### config.mk
export PLATFORM = sky130hd
export DESIGN_NAME = vga_mode_loader
export DESIGN_NICKNAME = d
export VERILOG_FILES = /design/src/rtl/vga_mode_loader.sv
export SDC_FILE = /design/constraint.sdc
export NUM_CORES = 1
export LEC_CHECK = 0
export BUFFER_PORTS_ARGS = -buffer_cell sky130_fd_sc_hd__buf_2
export CAP_MARGIN = 20
export CORE_MARGIN = 2
export CORE_UTILIZATION = 51
export CTS_BUF_LIST = sky130_fd_sc_hd__clkbuf_16
export CTS_CLUSTER_DIAMETER = 80
export DETAILED_ROUTE_END_ITERATION = 12
export PLACE_DENSITY_LB_ADDON = 0.2
export SETUP_SLACK_MARGIN = 0.05
export SLEW_MARGIN = 20
export SYNTH_ARGS = -nofsm -noshare
export SYNTH_HDL_FRONTEND = slang
export SYNTH_SLANG_ARGS = --single-unit
### constraint.sdc
create_clock -name clk_i -period 2.3 [get_ports clk_i]
set_clock_uncertainty 0.2 [all_clocks]
set_input_delay 0 -clock clk_i [delete_from_list [all_inputs] [get_ports clk_i]]
set_output_delay 0 -clock clk_i [all_outputs]
set_load 0.02 [all_outputs]
### src/rtl/vga_mode_loader.sv
// Programs the VGA timing Config block with one of the built-in video modes:
// streams eight register writes, then waits (bounded) for Config's load pulse.
module vga_mode_loader #(
   parameter int unsigned ADDR_WIDTH   = 3,
   parameter int unsigned DATA_WIDTH   = 12,
   parameter int unsigned MODE_WIDTH   = 2,
   parameter int unsigned LOAD_TIMEOUT = 64
) (
   input  logic                  clk_i,
   input  logic                  rst_i,
   input  logic                  start_i,
   input  logic [MODE_WIDTH-1:0] mode_sel_i,
   input  logic                  load_config_i,
   output logic                  valid_o,
   output logic [ADDR_WIDTH-1:0] addr_o,
   output logic [DATA_WIDTH-1:0] data_o,
   output logic                  busy_o,
   output logic                  done_o,
   output logic                  error_o,
   output logic [MODE_WIDTH-1:0] mode_cur_o
);

   localparam int unsigned CNT_WIDTH = $clog2(LOAD_TIMEOUT + 1);

   localparam logic [1:0] ST_IDLE  = 2'd0;
   localparam logic [1:0] ST_WRITE = 2'd1;
   localparam logic [1:0] ST_WAIT  = 2'd2;

   localparam logic [ADDR_WIDTH-1:0] LAST_ADDR   = ADDR_WIDTH'(7);
   localparam logic [CNT_WIDTH-1:0]  TIMEOUT_CNT = CNT_WIDTH'(LOAD_TIMEOUT - 1);

   // Mode table; unlisted modes (including 3) reuse the 640x480 set.
   function automatic logic [DATA_WIDTH-1:0] mode_value(input logic [MODE_WIDTH-1:0] mode,
                                                        input logic [ADDR_WIDTH-1:0] addr);
      logic [10:0] v;
      v = 11'd0;
      case (32'(mode))
         1: case (32'(addr))
               0: v = 11'd40;   1: v = 11'd88;
               2: v = 11'd1;    3: v = 11'd23;
               4: v = 11'd1055; 5: v = 11'd800;
               6: v = 11'd627;  7: v = 11'd600;
               default: v = 11'd0;
            endcase
         2: case (32'(addr))
               0: v = 11'd24;   1: v = 11'd160;
               2: v = 11'd3;    3: v = 11'd29;
               4: v = 11'd1343; 5: v = 11'd1024;
               6: v = 11'd805;  7: v = 11'd768;
               default: v = 11'd0;
            endcase
         default: case (32'(addr))
               0: v = 11'd16;   1: v = 11'd48;
               2: v = 11'd10;   3: v = 11'd33;
               4: v = 11'd799;  5: v = 11'd640;
               6: v = 11'd524;  7: v = 11'd480;
               default: v = 11'd0;
            endcase
      endcase
      return DATA_WIDTH'(v);
   endfunction

   logic [1:0]            state_q, state_d;
   logic [MODE_WIDTH-1:0] mode_q, mode_d;
   logic [MODE_WIDTH-1:0] mode_cur_q, mode_cur_d;
   logic [ADDR_WIDTH-1:0] addr_q, addr_d;
   logic [DATA_WIDTH-1:0] data_q, data_d;
   logic [CNT_WIDTH-1:0]  cnt_q, cnt_d;
   logic                  valid_q, valid_d;
   logic                  busy_q, busy_d;
   logic                  done_q, done_d;
   logic                  error_q, error_d;

   always_ff @(posedge clk_i) begin
      if (rst_i) begin
         state_q    <= ST_IDLE;
         mode_q     <= '0;
         mode_cur_q <= '0;
         addr_q     <= '0;
         data_q     <= '0;
         cnt_q      <= '0;
         valid_q    <= 1'b0;
         busy_q     <= 1'b0;
         done_q     <= 1'b0;
         error_q    <= 1'b0;
      end else begin
         state_q    <= state_d;
         mode_q     <= mode_d;
         mode_cur_q <= mode_cur_d;
         addr_q     <= addr_d;
         data_q     <= data_d;
         cnt_q      <= cnt_d;
         valid_q    <= valid_d;
         busy_q     <= busy_d;
         done_q     <= done_d;
         error_q    <= error_d;
      end
   end

   // Next-state logic; outputs are computed one cycle ahead so they leave registered.
   always_comb begin
      state_d    = state_q;
      mode_d     = mode_q;
      mode_cur_d = mode_cur_q;
      addr_d     = addr_q;
      data_d     = data_q;
      cnt_d      = cnt_q;
      valid_d    = valid_q;
      busy_d     = busy_q;
      done_d     = 1'b0;
      error_d    = error_q;

      case (state_q)
         ST_IDLE: begin
            if (start_i) begin
               state_d = ST_WRITE;
               mode_d  = mode_sel_i;
               error_d = 1'b0;
               valid_d = 1'b1;
               busy_d  = 1'b1;
               addr_d  = '0;
               data_d  = mode_value(mode_sel_i, '0);
            end
         end
         ST_WRITE: begin
            if (addr_q == LAST_ADDR) begin
               state_d = ST_WAIT;
               valid_d = 1'b0;
               cnt_d   = '0;
            end else begin
               addr_d = addr_q + ADDR_WIDTH'(1);
               data_d = mode_value(mode_q, addr_q + ADDR_WIDTH'(1));
            end
         end
         ST_WAIT: begin
            // A load pulse on the final timeout cycle still wins.
            if (load_config_i) begin
               state_d    = ST_IDLE;
               done_d     = 1'b1;
               busy_d     = 1'b0;
               mode_cur_d = mode_q;
            end else if (cnt_q == TIMEOUT_CNT) begin
               state_d = ST_IDLE;
               error_d = 1'b1;
               busy_d  = 1'b0;
            end else begin
               cnt_d = cnt_q + CNT_WIDTH'(1);
            end
         end
         default: begin
            state_d = ST_IDLE;
            valid_d = 1'b0;
            busy_d  = 1'b0;
         end
      endcase
   end

   assign valid_o    = valid_q;
   assign addr_o     = addr_q;
   assign data_o     = data_q;
   assign busy_o     = busy_q;
   assign done_o     = done_q;
   assign error_o    = error_q;
   assign mode_cur_o = mode_cur_q;

endmodule

**Word level (Yosys, flattened, before mapping)**

Memory sizes are Yosys's and may differ from the RTL's.
Index checks and enable logic that the tools add are counted.

- Bits in registers: 32
- ROM bits: 240
- Word-level logic and storage cells: 73
- Memories kept: 3

Memories:

| name | words | width | rd ports | clocked after memory_dff | wr ports | line | text |
|---|---|---|---|---|---|---|---|
| (no name shown) | 8 | 10 | 1 | 0 | 0 | 38 | `1: case (32'(addr))` |
| (no name shown) | 8 | 10 | 1 | 0 | 0 | 45 | `2: case (32'(addr))` |
| (no name shown) | 8 | 10 | 1 | 0 | 0 | 52 | `default: case (32'(addr))` |

- Add/sub/neg operators: 2
- Eq/ne operators: 15
- Multiplexer cells: 28
- Bitwise logic cells: 2
- Reductions and logical operators: 13

Operators by type and width:

| cell | count |
|---|---|
| two-way mux 12 bit | 2 |
| case mux 12 bit (2 select lines) | 1 |
| case mux 11 bit (2 select lines) | 1 |
| two-way mux 7 bit | 3 |
| case mux 7 bit (2 select lines) | 1 |
| inequality test 2 bit, second input constant | 6 |
| case mux 6 bit (2 select lines) | 1 |
| AND reduction 3 bit | 4 |
| two-way mux 1 bit | 8 |
| two-way mux 2 bit | 4 |
| AND reduction 4 bit | 2 |
| adder 7 x 1 -> 7 bit, second input constant | 1 |
| == test 7 x 6 -> 1 bit, second input constant | 1 |
| == test 2 x 1 -> 1 bit, second input constant | 3 |
| == test 2 bit, second input constant | 3 |
| two-way mux 3 bit | 2 |
| case mux 1 bit (3 select lines) | 2 |
| case mux 2 bit (3 select lines) | 1 |
| case mux 3 bit (2 select lines) | 1 |
| nonzero test 2 bit | 3 |
| AND reduction 2 bit | 2 |
| adder 3 x 1 -> 3 bit, second input constant | 1 |
| == test 3 bit, second input constant | 1 |
| inequality test 3 bit, second input constant | 1 |
| 4 further kinds | 5 |

**Longest topological paths before layout**

An unclocked memory read counts as a cell.

- Depth in word-level cells: 5
- Mapped depth: 8

**Least setup slack after synthesis**

Ideal clock, no wire load.

- Path type: register to register
- Start: register addr_q[0] (netlist: addr_o[0])
- End: register data_q[5] (netlist: data_o[5])
- Library setup time: 0.122 ns
- Arrival: 2.112 ns
- Slack: -0.133 ns
- Stages on the path, launching flop included: 7
- Period minus slack after synthesis: 2.433 ns
- Cell sequence: dfxtp_1 > ha_1 > ha_1 > buf_4 > o311ai_0 > a21boi_0 > o311a_1

- Cells in the longest elaborated chain, start to end: 5
- Elaborated cells between the ends (all ways): 10
- Those cells by class: add/sub (1); eq/ne (2); mux (3); reduce/logical (1); memory (3)

Ends and longest elaborated chain:

| what | line | text |
|---|---|---|
| start: declaration | 66 | `logic [ADDR_WIDTH-1:0] addr_q, addr_d;` |
| start signal: assignment | 90 | `addr_q <= addr_d;` |
| adder 3 x 1 -> 3 bit | 132 | `data_d = mode_value(mode_q, addr_q + ADDR_WIDTH'(1));` |
| memory read (8 x 10 bit) (on tied branches) | - |  |
| case mux 11 bit (2 select lines) | 37 | `case (32'(mode))` |
| two-way mux 12 bit | 126 | `if (addr_q == LAST_ADDR) begin` |
| case mux 12 bit (2 select lines) | 113 | `case (state_q)` |
| end signal: assignment | 91 | `data_q <= data_d;` |
| end: declaration | 67 | `logic [DATA_WIDTH-1:0] data_q, data_d;` |

Several ways; a longest one is shown, not always the timed one. The select of a mux whose other input is x is not followed.
A chain may end at the register's enable or synchronous reset.

**Worst setup path after layout**

- Start: register addr_q[0] (netlist: addr_o[0])
- End: register data_q[2] (netlist: data_o[2])

The elaborated chain is that of the path after synthesis.

==> impl_summary.md <==
Placement
Port buffering added 25 buffers. The wire-length estimate of the detail-placed layout is 2950 µm. The number of cells in the design after placement is 288.

The final weighted congestion of routability-driven global placement is approximately 0.84.

Floorplan
The die span in y is around 65 µm. The starting density of the core is 0.524. The standard-cell row count is 22. 27 I/O pins were placed. The area of the core is 0.00361 mm². The overall die area is approximately 0.0042 mm². Measured along the x axis, the die boundary spans 64.9 µm.

Worst setup path
Setup slack on the worst reg-to-reg path comes out at 160 ps. STA puts the critical path data required time at 2230 ps. The end of the worst register-to-register path is data_o[2]$_SDFFE_PP0P_. The kind of critical path is flop to flop. The kind of capture point of the worst setup path is a flop. The launching point of the worst reg2reg path is addr_o[0]$_SDFFE_PP0P_.

The maximum fanout along the worst path is 15. At the worst endpoint, the arrival time is 2070 ps. Measured in cells, the most critical reg-to-reg path has a length of 6. STA classifies the critical path startpoint as a flop.

Power
The cell area power density is 615 mW/mm². The leakage power figure is between 0.9 and 1 nW. The clock power share is 0.436. The net switching component of the power is 0.361 mW. The internal portion of total power is slightly above 1 mW. The share of total power dissipated in sequential elements is 0.405. The switching power as a share of total power is 0.259. Total power for the finished layout comes to approximately 1.4 mW. The combinational cell fraction of total power is 0.158.

The largest vdd supply drop is ~410 µV.

Timing
At the pin with the least slew margin, the transition time is 583 ps. The setup TNS after final layout is 0 ps. Setup violations remaining at the end of the flow were counted as 0.

The number of failing hold endpoints at the final stage is 0. The final critical-path required period is 2140 ps. Measured against its own limit, the worst slew margin works out to 0.611. In the finished design, the share of the clock period the worst path needs comes to 0.930. The count of final max-slew check failures is 0.

Timing would allow up to 0.468 GHz. Setup repair after global routing left no endpoint under its margin.

Detailed routing
The routed length per placed instance is 14.2 µm. The first detailed-routing pass took 5 iterations. Dividing the detail-routed via count by the number of cells gives 5.52. The final antenna-violating net count is 0. The via total after detailed routing is 1,666. After detailed routing, the number of remaining DRC violations is 0. The number of DRC markers in iteration 0 is 54. The total length of routed wires is 4280 µm.

Min path
The hold path startpoint is start_i. The worst min-delay path category is input port to flop. The endpoint with the worst hold slack is mode_q[1]$_SDFFE_PP0P_. The worst hold path passes through 4 cells.

Synth
After synthesis, the share of cell area in mux cells is 0.0278. By area, the combinational part of the netlist is dominated by compound AO/OA/AOI/OAI gates. Counting every instance in the synthesized netlist gives 218.

The parity-gate share of the synthesized area counting xor and xnor cells is 0. Of the total synthesized cell area, the portion taken by full adders, half adders and majority gates is 0.0993. A synthesized cell averages 8.67 µm². Of the total synthesized cell area, the portion taken by AND, OR, NAND and NOR gates is 0.234. The number of enable-type register cells in the synthesized netlist is 0. The post-synthesis net count is 239.

The sequential element share of the synthesized area is 0.328. The flop and latch count out of synthesis is 31. The primary flip-flop cell chosen by synthesis mapping is dfxtp_1. The number of distinct library cells after synthesis is 52. The number of warnings printed during yosys synthesis is 0. Counting flops with an async set or reset pin after synthesis yields a share of 0. After synthesis the cells add up to 0.00189 mm².

The share of the synthesized area in compound gates (AO/OA/AOI/OAI) is 0.236.

Status
The flow ran to the end, and the final reports show no timing, DRC or antenna violations.

Clock tree
The number of levels in the clock H-tree is 2. The number of clock buffers inserted by TritonCTS is 5. The clock reaches the later pin of the worst-skew pair after 270 ps. The clock passes through at most 2 buffers. The count of clock tree sinks is 31. The TritonCTS clock tree is done. Clock-pin slew was measured on the worst setup and hold paths at roughly 50 ps. The clock tree root driver cell is clkbuf_16. In this run the post-CTS setup repair buffer count came out at 0.

Final layout
The relative area change from synthesis to final layout is 19.9%. The repair_antennas step left the layout with diodes totalling 0. The layout filler cell count is 331.

The number of nets in the final layout is around 270. The share of final-layout standard cells stronger than drive strength 1 is 0.228. The count of cells in the finished layout, fillers not included, comes to 302.

Global route
The wire length of the first global-routing pass is 7130 µm. After global routing the overflow that remains totals 0. Across every metal layer, demand over resource in global routing totals 0.221.

The pin count of the biggest net entering global routing is 26. The number of global-route vias before repair came to 1,528. The initial antenna violation count was 0.

Flow run
Across the run, the number of max-cap violations was 0.
==> worst max-delay path, stage by stage (launching register included) <==
cell	delay, ps
dfxtp_2	320
ha_2	220
ha_2	510
mux2_2	390
a22oi_1	180
or3_1	120
a21oi_1	50
==> final cells by class <==
| type | count | area, µm² | area share |
|---|---|---|---|
| Clock buffer | 5 | 125 | 0.0552 |
| Clock inverter | 3 | 11.3 | 0.00497 |
| Inverter | 13 | 48.8 | 0.0215 |
| Multi-Input combinational cell | 161 | 1140 | 0.502 |
| Sequential cell | 31 | 623 | 0.275 |
| Tap cell | 48 | 60.1 | 0.0265 |
| Timing Repair Buffer | 41 | 260 | 0.115 |
==> power by group through the flow <==
stage	registers, mW	logic [mW]	clock network [mW]
after detailed placement	0.575	0.211	0
after floorplan	0.592	0.137	0
after global routing	0.566	0.242	0.641
after global placement	0.575	0.210	0
after CTS	0.564	0.219	0.618
final	0.564	0.220	0.607
==> synthesized netlist by cell type, types with 2 or more instances <==
master,count,area [µm²]
nor3_1,4,20.0
and3_1,2,12.5
o21ai_0,6,30.0
inv_1,13,48.8
o2bb2ai_1,3,26.3
a221o_1,2,20.0
nor3b_2,2,25.0
a21boi_0,2,15.0
or3_1,2,12.5
mux2i_1,3,30.0
nand2b_1,6,37.5
o311a_1,2,20.0
nand2_1,15,56.3
nor2b_1,2,12.5
ha_1,15,188
dfxtp_1,31,621
a21oi_1,23,115
a22oi_1,5,37.5
o31ai_1,2,15.0
a31oi_1,4,25.0
nor3b_4,3,56.3
clkbuf_8,2,27.5
nand3_1,6,30.0
clkbuf_1,5,18.8
nor2_1,22,82.6
buf_4,5,37.5
mux2_2,2,22.5
nand3b_1,3,22.5
o22ai_1,2,12.5
a32oi_1,2,17.5
==> through the flow <==
stage / hold WS (ps) / setup slack (ps) / instance area [µm²] / utilization
floorplan: -61.4 / 65.4 / 1890 / -
global placement: 56.5 / 158 / 2070 / 0.573
detailed placement: 71.6 / 97.9 / 2070 / 0.573
CTS: 27.0 / 82.5 / 2260 / 0.627
global route: 57.0 / 69.5 / 2260 / 0.628
finish: 30.7 / 161 / 2260 / 0.628
==> routing by layer <==
layer,up-vias,part of all wire,track usage
li1,852,-,-
met1,751,0.48,0.292
met2,61,0.45,0.341
met3,2,0.069,0.0781
met4,0,0.0040,0.0532
met5,-,0,0
==> cell families after synthesis <==
| family | after synthesis |
|---|---|
| and+or+nand+nor | 76 |
| AOI/OAI and AO/OA | 64 |
| DFF | 31 |
| buffers and inverters | 26 |
| adders and majority gates | 15 |
| muxes | 5 |
| other | 1 |
==> flip-flops by register name, indices dropped and copies added (netlist names) <==
register / cells
cnt_q: 7
busy_o: 1
mode_cur_o: 2
state_q: 2
addr_o: 3
mode_q: 2
valid_o: 1
done_o: 1
error_o: 1
data_o: 11
==> layout by cell type, fill, tap and decap left out, types with 3 or more instances in the layout <==
cell type      Yosys  final
buf_4              5     10
nand3b_1           3      3
clkbuf_16          0      5
nand2b_1           6      6
nand2_1           15     15
mux2i_1            3      3
nand3_1            6      6
o2bb2ai_1          3      3
nor3b_4            3      3
nor3_1             4      4
dlygate4sd3_1      0      6
inv_1             13     14
a22oi_1            5      5
ha_1              15     13
nor2_1            22     22
a21oi_1           23     23
a31oi_1            4      4
dfxtp_1           31     29
o21ai_0            6      6
buf_2              1     25
==> what timing repair did <==
item                                    4_1_cts  5_1_grt
endpoints found under the setup margin        0        7
hold endpoints to repair                     17        0
gates resized for setup                       0        2
hold buffers                                  6        0
==> how the worst max path moves through the flow <==
stage	from	endpoint	slack (ps)	cells past startpoint
floorplan	addr_o[0]$_SDFFE_PP0P_	data_o[5]$_SDFFE_PP0P_	70	6
global placement	addr_o[0]$_SDFFE_PP0P_	data_o[2]$_SDFFE_PP0P_	160	6
detailed placement	addr_o[0]$_SDFFE_PP0P_	data_o[2]$_SDFFE_PP0P_	100	6
CTS	addr_o[0]$_SDFFE_PP0P_	data_o[2]$_SDFFE_PP0P_	80	6
global route	addr_o[0]$_SDFFE_PP0P_	data_o[2]$_SDFFE_PP0P_	70	6
finish	addr_o[0]$_SDFFE_PP0P_	data_o[2]$_SDFFE_PP0P_	160	6
(Power assumes the default switching activity.)
